`config.mk`:
```
export PLATFORM = sky130hd
export DESIGN_NAME = riscv_core_div_out
export DESIGN_NICKNAME = d
export VERILOG_FILES = /design/src/rtl/riscv_core_div_pkg.sv /design/src/rtl/riscv_core_div_meta_fifo.sv /design/src/rtl/riscv_core_div_out.sv
export SDC_FILE = /design/constraint.sdc
export NUM_CORES = 1
export LEC_CHECK = 0
export BUFFER_PORTS_ARGS = -buffer_cell sky130_fd_sc_hd__buf_2
export CELL_PAD_IN_SITES_DETAIL_PLACEMENT = 0
export CELL_PAD_IN_SITES_GLOBAL_PLACEMENT = 1
export CORE_ASPECT_RATIO = 1.4
export CORE_UTILIZATION = 35
export DETAILED_ROUTE_END_ITERATION = 7
export PLACE_DENSITY_LB_ADDON = 0.1
export SYNTH_ARGS = -nofsm -noshare
export SYNTH_HDL_FRONTEND = slang
export SYNTH_HIERARCHICAL = 1
export SYNTH_SLANG_ARGS = --single-unit
```
`constraint.sdc`:
```
create_clock -name i_clk -period 18.9 [get_ports i_clk]
set_clock_uncertainty 0.1 [all_clocks]
set_input_delay 0.945 -clock i_clk [delete_from_list [all_inputs] [get_ports i_clk]]
set_output_delay 0.945 -clock i_clk [all_outputs]
set_load 0.1 [all_outputs]
```
`src/rtl/riscv_core_div_pkg.sv`:
```
// Shared types and helpers for the M-extension divider post-processing stage.
// The design is built for the XLEN fixed here; the top's XLEN parameter must match it.
package riscv_core_div_pkg;

  localparam int DIV_XLEN = 64;

  localparam logic [1:0] OP_DIV  = 2'b00;
  localparam logic [1:0] OP_DIVU = 2'b01;
  localparam logic [1:0] OP_REM  = 2'b10;
  localparam logic [1:0] OP_REMU = 2'b11;

  typedef struct packed {
    logic [1:0]          op;
    logic                isword;
    logic                neg_q;
    logic                neg_r;
    logic                divz;
    logic                ovf;
    logic [DIV_XLEN-1:0] dvd;
  } div_meta_t;

  function automatic logic [DIV_XLEN-1:0] sext_word(input logic [DIV_XLEN-1:0] v);
    return {{(DIV_XLEN/2){v[DIV_XLEN/2-1]}}, v[DIV_XLEN/2-1:0]};
  endfunction

endpackage

```
`src/rtl/riscv_core_div_meta_fifo.sv`:
```
// Small in-order queue of per-op divider metadata; push, pop and flush.
// Pushes that arrive while the queue is full and pops that arrive while it is empty are ignored.
module riscv_core_div_meta_fifo
  import riscv_core_div_pkg::*;
#(
  parameter int DEPTH = 2,
  localparam int AW = (DEPTH > 1) ? $clog2(DEPTH) : 1,
  localparam int CW = $clog2(DEPTH + 1)
) (
  input  logic            i_clk,
  input  logic            i_rst_n,
  input  logic            flush,
  input  logic            push,
  input  div_meta_t       push_data,
  input  logic            pop,
  output div_meta_t       head,
  output logic            empty,
  output logic [CW-1:0]   count
);

  localparam logic [AW-1:0] LAST = AW'(DEPTH - 1);

  div_meta_t     mem [DEPTH];
  logic [AW-1:0] wr_ptr;
  logic [AW-1:0] rd_ptr;
  logic          full;
  logic          push_ok;
  logic          pop_ok;

  assign full    = (count == CW'(DEPTH));
  assign empty   = (count == '0);
  assign push_ok = push & ~full & ~flush;
  assign pop_ok  = pop & ~empty & ~flush;
  assign head    = mem[rd_ptr];

  always_ff @(posedge i_clk or negedge i_rst_n) begin
    if (!i_rst_n) begin
      wr_ptr <= '0;
      rd_ptr <= '0;
      count  <= '0;
    end else if (flush) begin
      wr_ptr <= '0;
      rd_ptr <= '0;
      count  <= '0;
    end else begin
      if (push_ok) wr_ptr <= (wr_ptr == LAST) ? '0 : wr_ptr + 1'b1;
      if (pop_ok)  rd_ptr <= (rd_ptr == LAST) ? '0 : rd_ptr + 1'b1;
      case ({push_ok, pop_ok})
        2'b10:   count <= count + 1'b1;
        2'b01:   count <= count - 1'b1;
        default: count <= count;
      endcase
    end
  end

  // Payload storage needs no reset: an entry is only read after it has been written.
  always_ff @(posedge i_clk) begin
    if (push_ok) mem[wr_ptr] <= push_data;
  end

endmodule

```
`src/rtl/riscv_core_div_out.sv`:
```
// Divider result post-processing: records sign/special-case flags at issue, then
// fixes up the unsigned core result and registers it toward writeback.
module riscv_core_div_out
  import riscv_core_div_pkg::*;
#(
  parameter int XLEN  = DIV_XLEN,
  parameter int DEPTH = 2
) (
  input  logic            i_clk,
  input  logic            i_rst_n,
  input  logic            i_div_out_flush,
  input  logic            i_div_out_issue_valid,
  output logic            o_div_out_issue_ready,
  input  logic [1:0]      i_div_out_control,
  input  logic            i_div_out_isword,
  input  logic [XLEN-1:0] i_div_out_srcA,
  input  logic [XLEN-1:0] i_div_out_srcB,
  input  logic            i_div_out_res_valid,
  output logic            o_div_out_res_ready,
  input  logic [XLEN-1:0] i_div_out_quotient,
  input  logic [XLEN-1:0] i_div_out_remainder,
  output logic            o_div_out_valid,
  input  logic            i_div_out_ready,
  output logic [XLEN-1:0] o_div_out_result,
  output logic            o_div_out_busy
);

  localparam int HALF = XLEN / 2;
  localparam int CW   = $clog2(DEPTH + 1);

  localparam logic [XLEN-1:0] DWORD_MIN = {1'b1, {(XLEN-1){1'b0}}};
  localparam logic [HALF-1:0] WORD_MIN  = {1'b1, {(HALF-1){1'b0}}};
  localparam logic [XLEN-1:0] WORD_MIN_SEXT = {{(HALF+1){1'b1}}, {(HALF-1){1'b0}}};

  div_meta_t     meta_in;
  div_meta_t     head;
  logic          empty;
  logic [CW-1:0] count;
  logic          issue_fire;
  logic          res_fire;
  logic          signed_op;
  logic          sign_a;
  logic          sign_b;
  logic [XLEN-1:0] final_res;

  assign o_div_out_issue_ready = (count < CW'(DEPTH));
  assign o_div_out_res_ready   = ~empty & (~o_div_out_valid | i_div_out_ready);
  assign o_div_out_busy        = ~empty | o_div_out_valid;
  assign issue_fire            = i_div_out_issue_valid & o_div_out_issue_ready;
  assign res_fire              = i_div_out_res_valid & o_div_out_res_ready;

  // DIV and REM are the signed encodings (control bit 0 clear).
  assign signed_op = ~i_div_out_control[0];
  assign sign_a    = signed_op & (i_div_out_isword ? i_div_out_srcA[HALF-1] : i_div_out_srcA[XLEN-1]);
  assign sign_b    = signed_op & (i_div_out_isword ? i_div_out_srcB[HALF-1] : i_div_out_srcB[XLEN-1]);

  always_comb begin
    meta_in        = '0;
    meta_in.op     = i_div_out_control;
    meta_in.isword = i_div_out_isword;
    meta_in.neg_q  = sign_a ^ sign_b;
    meta_in.neg_r  = sign_a;
    if (i_div_out_isword) begin
      meta_in.divz = (i_div_out_srcB[HALF-1:0] == '0);
      meta_in.ovf  = signed_op & (i_div_out_srcA[HALF-1:0] == WORD_MIN)
                               & (i_div_out_srcB[HALF-1:0] == '1);
      meta_in.dvd  = sext_word(i_div_out_srcA);
    end else begin
      meta_in.divz = (i_div_out_srcB == '0);
      meta_in.ovf  = signed_op & (i_div_out_srcA == DWORD_MIN) & (i_div_out_srcB == '1);
      meta_in.dvd  = i_div_out_srcA;
    end
  end

  riscv_core_div_meta_fifo #(.DEPTH(DEPTH)) u_meta_fifo (
    .i_clk     (i_clk),
    .i_rst_n   (i_rst_n),
    .flush     (i_div_out_flush),
    .push      (issue_fire),
    .push_data (meta_in),
    .pop       (res_fire),
    .head      (head),
    .empty     (empty),
    .count     (count)
  );

  logic            is_rem;
  logic            negate;
  logic [XLEN-1:0] mag;
  logic [XLEN-1:0] sel;

  assign is_rem = head.op[1];

  // Special cases take precedence; core data is meaningless for them.
  always_comb begin
    mag    = is_rem ? i_div_out_remainder : i_div_out_quotient;
    negate = is_rem ? head.neg_r : head.neg_q;
    sel    = negate ? (~mag + XLEN'(1)) : mag;
    if (head.divz) begin
      sel = is_rem ? head.dvd : '1;
    end else if (head.ovf) begin
      if (is_rem)           sel = '0;
      else if (head.isword) sel = WORD_MIN_SEXT;
      else                  sel = DWORD_MIN;
    end
    final_res = head.isword ? sext_word(sel) : sel;
  end

  always_ff @(posedge i_clk or negedge i_rst_n) begin
    if (!i_rst_n) begin
      o_div_out_valid  <= 1'b0;
      o_div_out_result <= '0;
    end else if (i_div_out_flush) begin
      o_div_out_valid  <= 1'b0;
    end else if (res_fire) begin
      o_div_out_valid  <= 1'b1;
      o_div_out_result <= final_res;
    end else if (i_div_out_ready) begin
      o_div_out_valid  <= 1'b0;
    end
  end

endmodule

```
# After elaboration in Yosys (flattened, before gate mapping)
# Memory sizes are Yosys's and may differ from the RTL's.
# Cells that the tools add are included.
[totals]
regBits = 69
mem_bits_rw = 142
in_bits = 265
elab_cells = 74
mem_count = 1
[op_classes]
add_sub_neg = 5
order_cmp = 1
eq_ne = 7
n_mux = 25
bitwise = 22
reduce_logical = 8
[memory_table]
columns = ["memory", "words", "width", "read_ports", "rd_clocked_by_memory_dff", "write_ports", "line_no", "rtl"]
rows = [
  ["u_meta_fifo.mem", 2, 71, 1, 0, 1, "riscv_core_div_meta_fifo.sv:23", "div_meta_t mem [DEPTH];"],
]
[op_table]
columns = ["op", "count"]
rows = [
  ["$mux W64", 7],
  ["$eq A64 B64 Y1 const B", 2],
  ["$mux W66", 1],
  ["$add A64 B1 Y64 const B", 1],
  ["$eq A32 B32 Y1 const B", 2],
  ["$logic_not A64 Y1", 1],
  ["$not A64 Y64", 1],
  ["$mux W63", 1],
  ["$logic_not A32 Y1", 1],
  ["$mux W1", 14],
  ["$and A1 B1 Y1", 13],
  ["$reduce_bool A3 Y1", 2],
  ["$not A1 Y1", 5],
  ["$eq A2 B2 Y1 const B", 2],
  ["$pmux W2 S2", 1],
  ["$reduce_bool A2 Y1", 2],
  ["$add A1 B1 Y1 const B", 2],
  ["$add A2 B1 Y2 const B", 1],
  ["$eq A2 B1 Y1 const B", 1],
  ["$logic_not A2 Y1", 1],
  ["$lt A2 B2 Y1 const B", 1],
  ["$mux W2", 1],
  ["$or A1 B1 Y1", 2],
  ["$reduce_and A2 Y1", 1],
  ["other kinds (2)", 2],
]

# Depth between registers and ports, before layout
# Gate-level depths: netlist of the first run.
[logic_depth]
word_depth = 9
depth_mapped = 20

# Cells and area by module
# The synthesis of the first run kept the hierarchy.
[modules_own_cells]
columns = ["module", "n_inst", "cells_per_inst", "area_each_um2"]
rows = [
  ["riscv_core_div_out", 1, 966, 7065.5],
  ["riscv_core_div_meta_fifo", 1, 246, 5368.9],
]

# Least setup slack after synthesis of the first run
# OpenSTA, ideal clock, no wires.
[synth_path]
kind = "in2reg"
start = "in i_div_out_issue_valid"
end = "mem u_meta_fifo/mem[1][0] (netlist bit), enable pin"
setup_ns = 0.602
arrival_time_ns = 6.528
slack_ns = 11.671
stages = 3
n_path_buf = 0
path_cell_list = "nor2b_1 -> nand2_1 -> nor3b_1"
[synth_between]
elab_chain_cells = 5
[synth_rtl]
columns = ["item", "line_no", "rtl"]
rows = [
  ["start: declaration", "riscv_core_div_out.sv:12", "input logic i_div_out_issue_valid,"],
  ["$and A1 B1 Y1", "riscv_core_div_out.sv:49", "assign issue_fire = i_div_out_issue_valid & o_div_out_issue_ready;"],
  ["$and A1 B1 Y1 (2 in series)", "riscv_core_div_meta_fifo.sv:32", "assign push_ok = push & ~full & ~flush;"],
  ["$mux W1", "riscv_core_div_meta_fifo.sv:58", "if (push_ok) mem[wr_ptr] <= push_data;"],
  ["$mux W1 (implied by the code)", "riscv_core_div_meta_fifo.sv:58", ""],
  ["end: declaration", "riscv_core_div_meta_fifo.sv:23", ""],
]
# No other way between the ends.

==> results of run 1 <==
[tightest hold or removal path: stages (launching register included)]
cell	delay (ns)
sky130_fd_sc_hd__dfrtp_1	0.34
sky130_fd_sc_hd__nand2_1	0.05
sky130_fd_sc_hd__nand2_1	0.05
[metrics by stage]
stage	area (sq um)	instances	hold slack (ns)	setup WS, ns
floorplan	12400	1209	0.429	11.75
global placement	14400	1932	0.351	13.86
detailed placement	14400	1932	0.359	13.68
CTS	15100	1967	0.375	13.69
global route	15100	1967	0.405	13.29
finish	15100	1968	0.369	13.71
[sequential cells by signal, indices dropped and copies added, names as in the netlist]
register	flops
o_div_out_result	64
o_div_out_valid	1
u_meta_fifo/count	2
u_meta_fifo/mem	140
u_meta_fifo/wr_ptr	1
u_meta_fifo/rd_ptr	1
[how the worst max path moves through the flow]
stage	from	endpoint	slack, ns	cells after the start
after floorplan	i_div_out_issue_valid	u_meta_fifo/mem[1][0]$_DFFE_PP_	11.75	3
after global placement	u_meta_fifo/rd_ptr$_DFFE_PN0P_	o_div_out_result[62]$_DFFE_PN0P_	13.86	11
after detailed placement	u_meta_fifo/rd_ptr$_DFFE_PN0P_	o_div_out_result[62]$_DFFE_PN0P_	13.68	11
after CTS	u_meta_fifo/rd_ptr$_DFFE_PN0P_	o_div_out_result[62]$_DFFE_PN0P_	13.69	11
after global routing	u_meta_fifo/rd_ptr$_DFFE_PN0P_	o_div_out_result[62]$_DFFE_PN0P_	13.29	11
final	u_meta_fifo/rd_ptr$_DFFE_PN0P_	o_div_out_result[62]$_DFFE_PN0P_	13.71	11
[per-layer routing]
layer  track usage  up-vias
met5             0        -
met4        0.0633        2
met3        0.0323       46
met2         0.363      407
met1         0.325     5146
li1              -     5164
[layout make-up]
| class | instances | share of cell area |
|---|---|---|
| tap | 456 | 0.0378 |
| sequential | 209 | 0.393 |
| clock inverter | 12 | 0.0116 |
| timing repair buffer | 345 | 0.117 |
| multi-input combinational | 877 | 0.394 |
| inverter | 45 | 0.0112 |
| clock buffer | 23 | 0.0360 |
| antenna | 1 | 0.000166 |
[power groups by stage]
stage / Sequential (mW) / Clock [mW] / Combinational [mW]
2_1_floorplan: 1.07 / 0 / 0.188
3_3_place_gp: 0.631 / 0 / 0.828
3_5_place_dp: 0.631 / 0 / 0.829
4_1_cts: 0.622 / 0.450 / 0.831
5_1_grt: 0.629 / 0.465 / 0.865
6_report: 0.622 / 0.439 / 0.829
==> qor_table.md, run 1 <==
| Stage | Metric | This run |
|---|---|---|
| timing | Relative slew slack | 0.314 |
| clock network | Number of post-CTS setup repair buffers | 0 |
| timing | Fin crit period | 5.19 ns |
| final layout | Highest-count cells in the layout ignoring fill and taps | 331 x sky130_fd_sc_hd__buf_2, 140 x sky130_fd_sc_hd__edfxtp_1, 116 x sky130_fd_sc_hd__o21ai_0, 84 x sky130_fd_sc_hd__nor2_1, 74 x sky130_fd_sc_hd__nand2_1 |
| power | Sequential share of power | 0.329 |
| critical path | Required time worst endpoint | 19.22 ns |
| critical path | Cell chain of the critical path | mux2_8, mux2i_1, ha_1, or4bb_1, a222oi_1, and4bb_2, and4bb_2, nor3b_1, mux2i_1, a21oi_1, nor3_1 |
| final layout | FILL cells | 3,485 |
| placement | Number of buffer cells added on primary ports | 332 |
| clock network | Total clock sinks | 209 |
| grt | Total routing resource utilization after global routing | 0.229 |
| floorplanning | Die extent in y | 224 um |
| critical path | Reg2Reg Setup Slack | 13.71 ns |
| clock network | Number of buffers inserted for hold repair after clock tree synthesis | 0 |
| floorplanning | Die outline width | 161 um |
| detailed routing | Count of routing violations after the opening detailed-route iteration | 679 |
| clock network | CTS HTree Levels | 1 |
| floorplanning | Effective utilization at floorplan | 0.355 |
| clock network | Number of buffers created by CTS | 20 |
| timing | Final Setup Violations | 0 |
| critical path | Dominant delay contributor by cell family on the critical path | simple AND/OR/NAND/NOR gates |
| final layout | Sequential standard cell area | 5930 sq um |
| detailed routing | Routed met1 length | 19.1 mm |
| power | Switching part of the total power | 0.477 |
| detailed routing | Met3 WL post-DR | 2.68 mm |
| critical path | Worst path buffer plus inverter count | 0 |
| timing | Final Max Slew Viols | 0 |
| yosys | Area of the mapped netlist | 12,400 sq um |
| hold path | Hold Path Class | reg -> reg |
| floorplanning | Rows | 81 |
| placement | Final estimated routing congestion in global placement | 0.879 |
| final layout | Post-synthesis to final-layout area growth | 22.1% |
| timing | Final critical-path share of the clock period | 0.275 |
| critical path | Critical path launch point type | register |
| timing | Final TNS setup | 0 ns |
| critical path | Slowest cell on crit path | sky130_fd_sc_hd__dfrtp_2 |
| placement | DP HPWL | 31.7 mm |
| floorplanning | I/O pins | 333 |
| detailed routing | Detailed Routing Iterations Pass 1 | 5 |
| critical path | Category of the critical setup timing path | reg -> reg |
| grt | Pin count of the biggest net entering global routing | 99 |
| critical path | Cell count of the worst reg-to-reg path | 11 |
| power | Part of the total power dissipated in the clock network | 0.232 |
| critical path | Critical path endpoint category | register |
| yosys | Post-synthesis cell count | 1,209 |
| power | Peak supply drop | 151 uV |
| yosys | Mean post-synth cell area | 10.2 sq um |
| power | Power Dens Cells | 125 nW/um^2 |
| clock network | Post-CTS resize count | 0 |
| floorplanning | Die ar. | 36,100 sq um |
| critical path | Critical R2R Launch | u_meta_fifo/rd_ptr$_DFFE_PN0P_ |
| final layout | Final core utilization | 0.433 |
| power | Overall Power | 1.89 mW |
| power | Sw power | 901 uW |
| grt | Initial antenna violation count | 2 |
| hold path | Hold path endpoint | o_div_out_result[22]$_DFFE_PN0P_ |
| grt | Total gr overflow | 0 |
| timing | Max Clock Freq | 193 MHz |
| power | Cell-internal power | 988 uW |
| clock network | Clock Root Buffer | sky130_fd_sc_hd__clkbuf_16 |
| detailed routing | Post-DRT Antenna Nets | 0 |
| power | P_leak | 5.99 nW |
| final layout | Fraction of layout cells with a size suffix above 1 | 0.326 |
| grt | First-pass GRT wire length | 63.3 mm |
| critical path | WP data arrival | 5.51 ns |
| clock network | CTS clock-pin slew for the worst setup and hold paths | 0.07 ns |
| detailed routing | Final wirelength | 42.1 mm |
| flow run | Number of maximum-capacitance violations | 0 |
| timing | Final hold violation count | 0 |
| detailed routing | Routed length per instance | 21.4 um |
| final layout | Leading cell type in the layout, fill and taps excluded | sky130_fd_sc_hd__buf_2 |
| final layout | Total area of multi-input combinational cells | 5940 sq um |
| power | Combinational share of power | 0.439 |
| critical path | Largest fanout on the critical path | 98 |
| hold path | Startpoint of the worst hold path | o_div_out_result[22]$_DFFE_PN0P_ |
| clock network | TritonCTS clock tree | built |
| hold path | Cells on Worst Hold Path | 2 |
| detailed routing | Top layer reached by signal wires | met5 |
| yosys | Syn Nets | 1,475 |
| final layout | Number of nets in the finished design | 1,764 |
| clock network | Worst-Skew Late Latency | 0.50 ns |
| critical path | Slowest cell delay on critical path | 0.92 ns |
| critical path | Capture point of the worst reg-to-reg path | o_div_out_result[62]$_DFFE_PN0P_ |
| detailed routing | Detailed-route via count | 10,800 |
| grt | Via count of the first global-routing pass | 10,400 |
| clock network | Number of buffers on the longest clock path | 3 |
| floorplanning | Core Area | 34,900 sq um |
| detailed routing | Via-to-Cell Ratio | 5.47 |
| timing | Worst slew pin tran | 1.02 ns |
| yosys | Yosys warnings | 6 |
| detailed routing | DRC violations left | 0 |
| detailed routing | Detail Route met2 WL | 19.2 mm |
| outcome | Status | finished clean |
| timing | Setup repair after global routing missed its margin | false |
Note: power is estimated with default switching activity, not from simulation.
==> run 2, diff against run 1 <==
- clock period: 18.9 -> 4.9 ns (I/O delays scaled with it)
==> qor_table.md, run 2 (same netlist as run 1, synthesis figures left out) <==
| Stage | Metric | This run |
|---|---|---|
| critical path | Critical path launch point type | register |
| final layout | Fraction of layout cells with a size suffix above 1 | 0.322 |
| detailed routing | DRC violations left | 0 |
| clock network | Clock Root Buffer | sky130_fd_sc_hd__clkbuf_16 |
| grt | Total gr overflow | 0 |
| flow run | Number of maximum-capacitance violations | 0 |
| hold path | Hold Path Class | in -> reg |
| detailed routing | Via-to-Cell Ratio | 5.40 |
| critical path | Largest fanout on the critical path | 32 |
| grt | First-pass GRT wire length | 64.2 mm |
| floorplanning | Die extent in y | 224 um |
| final layout | Leading cell type in the layout, fill and taps excluded | sky130_fd_sc_hd__buf_2 |
| critical path | Cell chain of the critical path | mux2_8, mux2i_1, ha_2, or4bb_1, a222oi_1, buf_4, and4bb_2, and4bb_2, nor3b_2, mux2i_1, a21oi_1, nor3_1 |
| clock network | CTS clock-pin slew for the worst setup and hold paths | 0.07 ns |
| detailed routing | Routed length per instance | 21.0 um |
| critical path | Required time worst endpoint | 5.22 ns |
| power | Peak supply drop | 703 uV |
| critical path | Critical Path Source | u_meta_fifo/rd_ptr$_DFFE_PN0P_ |
| timing | Max Clock Freq | 243 MHz |
| placement | Placed Cells | 1,942 |
| floorplanning | Rows | 81 |
| floorplanning | Core Area | 34,900 sq um |
| grt | Pin count of the biggest net entering global routing | 72 |
| placement | DP HPWL | 31.9 mm |
| outcome | Status | finished clean |
| timing | Relative slew slack | 0.350 |
| timing | Final critical-path share of the clock period | 0.840 |
| timing | Final TNS setup | 0 ns |
| grt | Initial antenna violation count | 0 |
| hold path | Startpoint of the worst hold path | i_div_out_srcA[44] |
| critical path | Slowest cell on crit path | sky130_fd_sc_hd__or4bb_1 |
| final layout | Count of inserted antenna diode cells | 0 |
| clock network | TritonCTS clock tree | built |
| power | Overall Power | 7.22 mW |
| clock network | Worst-Skew Late Latency | 0.50 ns |
| grt | Total routing resource utilization after global routing | 0.231 |
| timing | Final Max Slew Viols | 0 |
| floorplanning | Die outline width | 161 um |
| clock network | Number of buffers created by CTS | 20 |
| final layout | Largest register by flop count | u_meta_fifo/mem |
| detailed routing | Final wirelength | 42.3 mm |
| floorplanning | I/O pins | 333 |
| final layout | Post-synthesis to final-layout area growth | 25.8% |
| detailed routing | Count of routing violations after the opening detailed-route iteration | 705 |
| detailed routing | Detailed Routing Iterations Pass 1 | 5 |
| timing | Final hold violation count | 0 |
| timing | Worst slew pin tran | 0.973 ns |
| detailed routing | Detailed-route via count | 10,900 |
| final layout | Number of nets in the finished design | 1,813 |
| placement | Number of buffer cells added on primary ports | 332 |
| critical path | WP data arrival | 4.43 ns |
| floorplanning | Effective utilization at floorplan | 0.355 |
| clock network | Number of buffers on the longest clock path | 3 |
| clock network | Total clock sinks | 209 |
| placement | Final estimated routing congestion in global placement | 0.886 |
| critical path | Category of the critical setup timing path | reg -> reg |
| power | Power Dens Cells | 464 nW/um^2 |
| timing | Setup repair after global routing missed its margin | false |
| clock network | CTS HTree Levels | 1 |
| final layout | Registers with the most flip-flops | u_meta_fifo/mem x140, o_div_out_result x64, u_meta_fifo/count x2 |
| detailed routing | Post-DRT Antenna Nets | 0 |
| clock network | Number of post-CTS setup repair buffers | 0 |
| final layout | Highest-count cells in the layout ignoring fill and taps | 331 x sky130_fd_sc_hd__buf_2, 140 x sky130_fd_sc_hd__edfxtp_1, 116 x sky130_fd_sc_hd__o21ai_0, 84 x sky130_fd_sc_hd__nor2_1, 74 x sky130_fd_sc_hd__nand2_1 |
| grt | Via count of the first global-routing pass | 10,800 |
| power | P_leak | 6.19 nW |
| final layout | Number of flip-flops in the largest register | 140 |
| timing | Final Setup Violations | 0 |
| timing | Setup slack of the critical path after layout | 0.782 ns |
| critical path | Critical path endpoint category | register |
| floorplanning | Die ar. | 36,100 sq um |
| placement | Worst slack at placement | 0.771 ns |
| critical path | Critical R2R Launch | u_meta_fifo/rd_ptr$_DFFE_PN0P_ |
| critical path | Slowest cell delay on critical path | 0.50 ns |
| timing | Fin crit period | 4.12 ns |
| final layout | Final instance count without filler cells | 2,017 |
run 2: cell types whose count changed in the layout (fill, tap and decap cells not counted), sizes merged:
cell	previous run	this run
dlygate4sd3	0	39
bufinv	4	3
diode	1	0
buf	345	355
clkinvlp	3	5
run 2: timing repair:
| item | in CTS | in global routing |
|---|---|---|
| hold endpoints to repair | 106 | 0 |
| endpoints found under the setup margin | 0 | 0 |
| hold buffers | 39 | 0 |
| resized for setup | 0 | 0 |
run 2: report_power, final:
part / switching (mW) / internal (mW) / leakage, nW
logic: 2.59 / 0.630 / 3.79
registers: 0.196 / 2.20 / 2.09
clock network: 0.669 / 0.939 / 0.317
total: 3.46 / 3.77 / 6.19
run 2: layer usage:
metal  wire [um]  part of all wire  up-vias  GRT usage
li1            -                 -     5268          -
met1       19800              0.47     5259      0.329
met2       19500              0.46      333      0.376
met3        2410             0.057       27     0.0260
met4         616             0.015        0     0.0481
met5           0                 0        -          0
run 2: area by class of cell:
type	instances	area, sq um
fill	3429	19300
multi-input combinational	877	5970
sequential	209	5930
timing repair buffer	394	2240
tap	456	571
clock buffer	23	533
inverter	45	169
clock inverter	13	141
run 2: worst max-delay path: cells and delay by family (launching register included):
family	cells	cell delay, ns
AO/OA/AOI/OAI	2	0.44
flip-flops	1	0.42
adder cells (fa/ha/maj)	1	0.24
multiplexers	3	0.93
AND/OR/NAND/NOR	5	1.67
buffers and inverters	1	0.20
run 2: per-stage QoR:
stage | area, sq um | utilization | hold slack [ns]
floorplan | 12400 | - | -0.151
global placement | 14500 | 0.416 | -0.0108
detailed placement | 14500 | 0.416 | -0.0123
CTS | 15600 | 0.446 | 0.0371
global route | 15600 | 0.446 | 0.0646
finish | 15600 | 0.446 | 0.0538
run 2: path summary, 6_finish.rpt:
path,slack (ns),depth (start not counted),end
min in group asynchronous,0.37,3,o_div_out_result[41]$_DFFE_PN0P_
min,0.05,3,u_meta_fifo/mem[1][44]$_DFFE_PP_
max reg2reg,0.78,12,o_div_out_result[62]$_DFFE_PN0P_
max,0.78,12,o_div_out_result[62]$_DFFE_PN0P_
min reg2reg,0.36,2,o_div_out_result[5]$_DFFE_PN0P_
max in group asynchronous,3.71,3,u_meta_fifo/rd_ptr$_DFFE_PN0P_
